### src/rtl/usb_endpoint_tx_arbiter_pkg.sv
// Shared definitions for the USB IN-endpoint transmit arbiter family.
package usbArbPkg;

  function automatic int nBytesWidth(input int maxPkt);
    return $clog2(maxPkt) + 1;
  endfunction

  typedef enum logic {
    IDLE  = 1'b0,
    OWNED = 1'b1
  } arbState_t;

endpackage

### src/rtl/usb_endpoint_tx_arbiter_if.sv
// Producer-side and engine-side packet handshake bundle for the TX arbiter.
interface usb_endpoint_tx_arbiter_if
  import usbArbPkg::*;
#(
  parameter int N_REQ   = 4,
  parameter int MAX_PKT = 8
);
  localparam int NBW = nBytesWidth(MAX_PKT);

  logic [N_REQ-1:0]                  reqReady;
  logic [N_REQ-1:0]                  reqValid;
  logic [N_REQ-1:0]                  reqStall;
  logic [N_REQ-1:0][8*MAX_PKT-1:0]   reqData;
  logic [N_REQ-1:0][NBW-1:0]         reqData_nBytes;
  logic                              etReady;
  logic                              etValid;
  logic                              etStall;
  logic [8*MAX_PKT-1:0]              etData;
  logic [NBW-1:0]                    etData_nBytes;

  // slave: the arbiter; master: producers plus transaction engine
  modport slave (
    input  reqValid, reqStall, reqData, reqData_nBytes, etReady,
    output reqReady, etValid, etStall, etData, etData_nBytes
  );
  modport master (
    output reqValid, reqStall, reqData, reqData_nBytes, etReady,
    input  reqReady, etValid, etStall, etData, etData_nBytes
  );
endinterface

### src/rtl/usb_endpoint_tx_arbiter_rrPriorityPick.sv
// Combinational round-robin pick: first set request strictly after i_last, wrapping.
module rrPriorityPick #(
  parameter int N = 4
) (
  input  logic [N-1:0]         i_req,
  input  logic [$clog2(N)-1:0] i_last,
  output logic [N-1:0]         o_pick,
  output logic [$clog2(N)-1:0] o_idx,
  output logic                 o_any
);
  localparam int IW = $clog2(N);

  logic [N-1:0]   w_mask;
  logic [2*N-1:0] w_dbl;
  logic [2*N-1:0] w_low;

  always_comb begin
    w_mask = '0;
    for (int i = 0; i < N; i++) w_mask[i] = (i > int'(i_last));
  end

  // Lower half holds requests above i_last, upper half the full vector as the wrap.
  assign w_dbl  = {i_req, i_req & w_mask};
  assign w_low  = w_dbl & (-w_dbl);
  assign o_pick = w_low[N-1:0] | w_low[2*N-1:N];
  assign o_any  = |i_req;

  always_comb begin
    o_idx = '0;
    for (int i = 0; i < N; i++) if (o_pick[i]) o_idx = IW'(i);
  end
endmodule

### src/rtl/usb_endpoint_tx_arbiter.sv
// Round-robin, packet-atomic arbiter sharing one USB IN endpoint among N_REQ producers.
module usb_endpoint_tx_arbiter
  import usbArbPkg::*;
#(
  parameter int N_REQ   = 4,
  parameter int MAX_PKT = 8
) (
  input  logic                       i_clk,
  input  logic                       i_rst_n,
  usb_endpoint_tx_arbiter_if.slave   et_bus,
  output logic [N_REQ-1:0]           o_grant,
  output logic [15:0]                o_nPkts
);
  localparam int IW = $clog2(N_REQ);

  arbState_t          r_state;
  logic [N_REQ-1:0]   r_grant;
  logic [IW-1:0]      r_gIdx;
  logic [IW-1:0]      r_last;
  logic [15:0]        r_nPkts;

  logic [N_REQ-1:0]   w_pick;
  logic [IW-1:0]      w_pickIdx;
  logic               w_any;
  logic               w_owned;
  logic               w_gValid;
  logic               w_accept;
  logic               w_withdraw;

  rrPriorityPick #(.N(N_REQ)) u_pick (
    .i_req  (et_bus.reqValid),
    .i_last (r_last),
    .o_pick (w_pick),
    .o_idx  (w_pickIdx),
    .o_any  (w_any)
  );

  assign w_owned    = (r_state == OWNED);
  assign w_gValid   = w_owned & et_bus.reqValid[r_gIdx];
  assign w_accept   = w_gValid & et_bus.etReady;
  assign w_withdraw = w_owned & ~et_bus.reqValid[r_gIdx] & ~et_bus.etReady;

  // Output mux is purely combinational off the registered grant.
  assign et_bus.etValid       = w_gValid;
  assign et_bus.etStall       = w_owned & et_bus.reqStall[r_gIdx];
  assign et_bus.etData        = w_owned ? et_bus.reqData[r_gIdx] : '0;
  assign et_bus.etData_nBytes = w_owned ? et_bus.reqData_nBytes[r_gIdx] : '0;
  assign et_bus.reqReady      = et_bus.etReady ? r_grant : '0;

  always_ff @(posedge i_clk or negedge i_rst_n) begin
    if (!i_rst_n) begin
      r_state <= IDLE;
      r_grant <= '0;
      r_gIdx  <= '0;
      r_last  <= IW'(N_REQ - 1);
      r_nPkts <= '0;
    end else begin
      case (r_state)
        IDLE: begin
          if (w_any) begin
            r_state <= OWNED;
            r_grant <= w_pick;
            r_gIdx  <= w_pickIdx;
          end
        end
        OWNED: begin
          // Grant is held for exactly one packet, or until the producer withdraws.
          if (w_accept || w_withdraw) begin
            r_state <= IDLE;
            r_grant <= '0;
            r_last  <= r_gIdx;
            if (w_accept) r_nPkts <= r_nPkts + 16'd1;
          end
        end
      endcase
    end
  end

  assign o_grant = r_grant;
  assign o_nPkts = r_nPkts;
endmodule

### src/flat_wrapper.sv
// flat-port wrapper written by rule: the top's interface ports become plain ports
module usb_endpoint_tx_arbiter_flat import usbArbPkg::*;
#(
  parameter int N_REQ   = 4,
  parameter int MAX_PKT = 8
)
  (i_clk, i_rst_n, o_grant, o_nPkts, et_bus_reqValid, et_bus_reqStall, et_bus_reqData, et_bus_reqData_nBytes, et_bus_etReady, et_bus_reqReady, et_bus_etValid, et_bus_etStall, et_bus_etData, et_bus_etData_nBytes);
  usb_endpoint_tx_arbiter_if #(.N_REQ(N_REQ), .MAX_PKT(MAX_PKT)) et_bus_i ();
  input  logic i_clk;
  input  logic i_rst_n;
  output logic [N_REQ-1:0] o_grant;
  output logic [15:0] o_nPkts;
  input wire logic [$bits(et_bus_i.reqValid)-1:0] et_bus_reqValid;
  input wire logic [$bits(et_bus_i.reqStall)-1:0] et_bus_reqStall;
  input wire logic [$bits(et_bus_i.reqData)-1:0] et_bus_reqData;
  input wire logic [$bits(et_bus_i.reqData_nBytes)-1:0] et_bus_reqData_nBytes;
  input wire logic [$bits(et_bus_i.etReady)-1:0] et_bus_etReady;
  output wire logic [$bits(et_bus_i.reqReady)-1:0] et_bus_reqReady;
  output wire logic [$bits(et_bus_i.etValid)-1:0] et_bus_etValid;
  output wire logic [$bits(et_bus_i.etStall)-1:0] et_bus_etStall;
  output wire logic [$bits(et_bus_i.etData)-1:0] et_bus_etData;
  output wire logic [$bits(et_bus_i.etData_nBytes)-1:0] et_bus_etData_nBytes;
  assign et_bus_i.reqValid = et_bus_reqValid;
  assign et_bus_i.reqStall = et_bus_reqStall;
  assign et_bus_i.reqData = et_bus_reqData;
  assign et_bus_i.reqData_nBytes = et_bus_reqData_nBytes;
  assign et_bus_i.etReady = et_bus_etReady;
  assign et_bus_reqReady = et_bus_i.reqReady;
  assign et_bus_etValid = et_bus_i.etValid;
  assign et_bus_etStall = et_bus_i.etStall;
  assign et_bus_etData = et_bus_i.etData;
  assign et_bus_etData_nBytes = et_bus_i.etData_nBytes;
  usb_endpoint_tx_arbiter #(.N_REQ(N_REQ), .MAX_PKT(MAX_PKT)) u_core (.i_clk(i_clk), .i_rst_n(i_rst_n), .et_bus(et_bus_i), .o_grant(o_grant), .o_nPkts(o_nPkts));
endmodule
### config.mk
export PLATFORM = sky130hd
export DESIGN_NAME = usb_endpoint_tx_arbiter_flat
export DESIGN_NICKNAME = d
export VERILOG_FILES = /design/src/rtl/usb_endpoint_tx_arbiter_pkg.sv /design/src/rtl/usb_endpoint_tx_arbiter_if.sv /design/src/rtl/usb_endpoint_tx_arbiter_rrPriorityPick.sv /design/src/rtl/usb_endpoint_tx_arbiter.sv /design/src/flat_wrapper.sv
export SDC_FILE = /design/constraint.sdc
export NUM_CORES = 1
export LEC_CHECK = 0
export ABC_AREA = 1
export BUFFER_PORTS_ARGS = -buffer_cell sky130_fd_sc_hd__buf_4
export CORE_AREA = 2 2 148 150
export CTS_CLUSTER_SIZE = 8
export DETAILED_ROUTE_END_ITERATION = 7
export DIE_AREA = 0 0 150 152
export PLACE_DENSITY = 0.47
export SLEW_MARGIN = 20
export SYNTH_ARGS = -nofsm -noshare
export SYNTH_HDL_FRONTEND = slang
export SYNTH_SLANG_ARGS = --single-unit
### constraint.sdc
create_clock -name i_clk -period 2.3 [get_ports i_clk]
set_input_delay 0.23 -clock i_clk [delete_from_list [all_inputs] [get_ports i_clk]]
set_output_delay 0.23 -clock i_clk [all_outputs]
set_load 0.1 [all_outputs]
==> run metrics <==
element type at the critical path start=flop; placement-stage worst setup slack=around 0.35 ns; global-route wire length before repair=35900 um; least setup slack across all paths after layout=approximately 0.037 ns; overall die area=about 23000 um2; shortest clock period the worst path allows after layout=approximately 2.3 ns; Finish-stage setup viols=0; Worst Path Buf+Inv=3; number of buffers created by CTS=3; fin nets=1372; Max-Cap Viols=0; clock-pin transition on the worst setup and hold timing paths=~0.070 ns; synthesized area per cell=5.13 um2; Clock Tree Buf Depth=2; die outline height=around 150 um; register bit total from synthesis=25; TritonCTS clock tree=yes; Area growth syn-to-layout=91.7%; number of buffer cells added on primary ports=around 380; clock root buffer master=sky130_fd_sc_hd__clkbuf_16; GR Util met1=about 24%; largest fanout on the critical path=60; gate count of the mapped netlist=747; DR pass1 iterations=5; Max H-tree Level=1; Tightest Pin Transition=around 0.53 ns; data arrival time of the critical path=approximately 2.0 ns; critical path class=flop to primary output; share of final-layout standard cells stronger than drive strength 1=44.3%; Critical Path Max Stage Delay=~0.53 ns; number of top-level pins=approximately 380; relative slew slack=between 60% and 70%; count of routing violations after the opening detailed-route iteration=308; met3 demand-to-capacity share in global routing=5.95%; mapped cell area=approximately 3800 um2; antenna-violating nets left=0; half-perimeter wire length after placement=between 15000 and 20000 um; DR DRC count=0; post-DR wirelength/cell=about 18 um; vias in the first global route=6078; capturing element type of the critical path=primary output; Routed WL=around 24000 um; post-route clock period utilization=between 90% and 100%; final setup TNS=0 ns; clock latency at the later pin of the worst-skew pair=0.26 ns; hold violation total from the final report=0; number of placed instances with taps included=approximately 1400; final setup skew=between 0.002 and 0.003 ns; initial core utilization=between 10% and 20%; std cell rows=54; cell class contributing the biggest share of worst-path delay=buffers and inverters; setup repair after global routing missed its margin=false; last weighted congestion value of the routability-driven placer=0.963; GRT Util Overall=between 20% and 30%; Distinct cells, synth=28; die width=150 um; number of nets in the synthesized netlist=roughly 1000; met2 track utilization from global routing=a little over a third; GRT overflow=0; via count=~6000; cell at the slowest stage of the critical path=sky130_fd_sc_hd__dfrtp_4; most congested layer reported by global routing=met2; Cell Chain, Critical Path=clkinv_4 -> buf_12 -> o21ai_0 -> a21oi_2 -> buf_4; status=finished, final reports clean; data required time at the worst endpoint=slightly above 2 ns; initial antenna violation count=2; # clock sinks=25; core region area=about 21000 um2; average via count per standard cell=4.40; worst min-delay path category=input pin to flop; largest net degree at the start of global routing=86; share of the yosys chip area belonging to registers=16.4%; Cell Count, Final, Fillers Out=1369; Achievable Freq=approximately 0.44 GHz; yosys warns=0; total count of max-transition violations in the final report=0
[area by class of cell]
cell class                 count  area (um2)
tap                          280         350
antenna                        2        5.00
timing repair buffer         392        3070
fill                        2427       14000
multi-input combinational    644        3110
inverter                      22        92.6
clock inverter                 1        5.00
clock buffer                   3        75.1
sequential                    25         633
[state kept, by name, summed over array words and instances, names as in the netlist]
register,cells
u_core.o_grant,4
u_core.r_last,2
u_core.r_state,1
u_core.o_nPkts,16
u_core.r_gIdx,2
[stage by stage]
step	cell area, um2	hold slack, ns	util (%)
4_1_cts	7300	0.267	34.2
6_report	7340	0.264	34.4
5_1_grt	7340	0.298	34.4
2_1_floorplan	4090	-0.0656	-
3_3_place_gp	7210	0.164	33.8
3_5_place_dp	7210	0.170	33.8
[synth_stat cells]
library cell               number  area share, %
sky130_fd_sc_hd__clkbuf_1      25            2.5
sky130_fd_sc_hd__nand2_1       85            8.3
sky130_fd_sc_hd__nand2_2        2           0.33
sky130_fd_sc_hd__nand4_1        6           0.98
sky130_fd_sc_hd__nand3_2        3           0.78
sky130_fd_sc_hd__clkinv_4       1           0.23
sky130_fd_sc_hd__dfstp_2        2            1.4
sky130_fd_sc_hd__xnor2_1        5            1.1
sky130_fd_sc_hd__nor2_4         1           0.29
sky130_fd_sc_hd__o21ai_1        3           0.39
sky130_fd_sc_hd__buf_1         11            1.1
sky130_fd_sc_hd__o21ai_0      147             19
sky130_fd_sc_hd__xor2_1         4           0.91
sky130_fd_sc_hd__buf_6          3           0.88
sky130_fd_sc_hd__o21ai_2        1           0.23
sky130_fd_sc_hd__nor2_1       295             29
sky130_fd_sc_hd__buf_8          1           0.39
sky130_fd_sc_hd__a21oi_1       69            9.0
sky130_fd_sc_hd__o22ai_1        1           0.16
sky130_fd_sc_hd__inv_2          1          0.098
sky130_fd_sc_hd__buf_2         16            2.1
sky130_fd_sc_hd__nand3_1       17            2.2
sky130_fd_sc_hd__inv_1         20            2.0
sky130_fd_sc_hd__nor3_4         1           0.42
sky130_fd_sc_hd__ha_1           1           0.33
sky130_fd_sc_hd__nand2_4        2           0.59
sky130_fd_sc_hd__dfrtp_1       23             15
sky130_fd_sc_hd__and3_1         1           0.16
[worst paths after layout]
kind                                             endpoint  slack, ns  depth (start not counted)                          from
max                                     et_bus_etData[33]       0.04                          5  u_core.r_gIdx[0]$_DFFE_PN0P_
min                         u_core.o_grant[0]$_DFFE_PN0P_       0.26                          3            et_bus_reqValid[0]
max reg2reg                u_core.o_nPkts[14]$_DFFE_PN0P_       0.52                          8  u_core.r_gIdx[0]$_DFFE_PN0P_
min reg2reg                  u_core.r_last[0]$_DFFE_PN1P_       0.50                          2  u_core.r_last[0]$_DFFE_PN1P_
max in group asynchronous    u_core.r_last[1]$_DFFE_PN1P_       1.58                          2                       i_rst_n
min in group asynchronous   u_core.o_nPkts[6]$_DFFE_PN0P_       0.41                          2                       i_rst_n
[tightest hold or removal path, cell delays in order]
cell and delay (ns):
sky130_fd_sc_hd__buf_4 0.11, sky130_fd_sc_hd__nand3_1 0.09, sky130_fd_sc_hd__nand2_1 0.07
[cell usage in the layout (no fill, tap or decap), types with 3 or more instances in the layout]
cell	netlist	final
sky130_fd_sc_hd__dfrtp_1	23	21
sky130_fd_sc_hd__inv_1	20	19
sky130_fd_sc_hd__nor2_1	295	295
sky130_fd_sc_hd__a21oi_2	0	69
sky130_fd_sc_hd__o21ai_0	147	146
sky130_fd_sc_hd__buf_12	0	7
sky130_fd_sc_hd__clkbuf_16	0	4
sky130_fd_sc_hd__xnor2_1	5	5
sky130_fd_sc_hd__nand2_1	85	85
sky130_fd_sc_hd__buf_4	0	382
sky130_fd_sc_hd__nand3_1	17	17
sky130_fd_sc_hd__nand4_1	6	6
sky130_fd_sc_hd__nand3_2	3	3
sky130_fd_sc_hd__xor2_1	4	4
sky130_fd_sc_hd__o21ai_1	3	4
[kinds of logic after synthesis]
kind of cell | Yosys count | synth area share [%]
XOR/XNOR | 9 | 2.06
adder cells (fa/ha/maj) | 1 | 0.327
AND/OR/NAND/NOR | 413 | 43.0
buffers and inverters | 78 | 9.18
AO/OA/AOI/OAI | 221 | 29.0
flip-flops | 25 | 16.4
[repair_timing]
item,4_1_cts,5_1_grt
setup endpoints to repair,0,6
gates resized for setup,0,4
hold buffers,1,0
buffers inserted,0,0
endpoints found under the hold margin,23,0
[layer usage]
layer | routed length (um) | up-vias
met5 | 0 | -
met1 | 9570 | 2640
met2 | 12300 | 233
li1 | - | 3114
met4 | 554 | 0
met3 | 1990 | 31
Power is not shown: default switching activity piles up to over one toggle a cycle in this logic, so the estimate is an artifact.
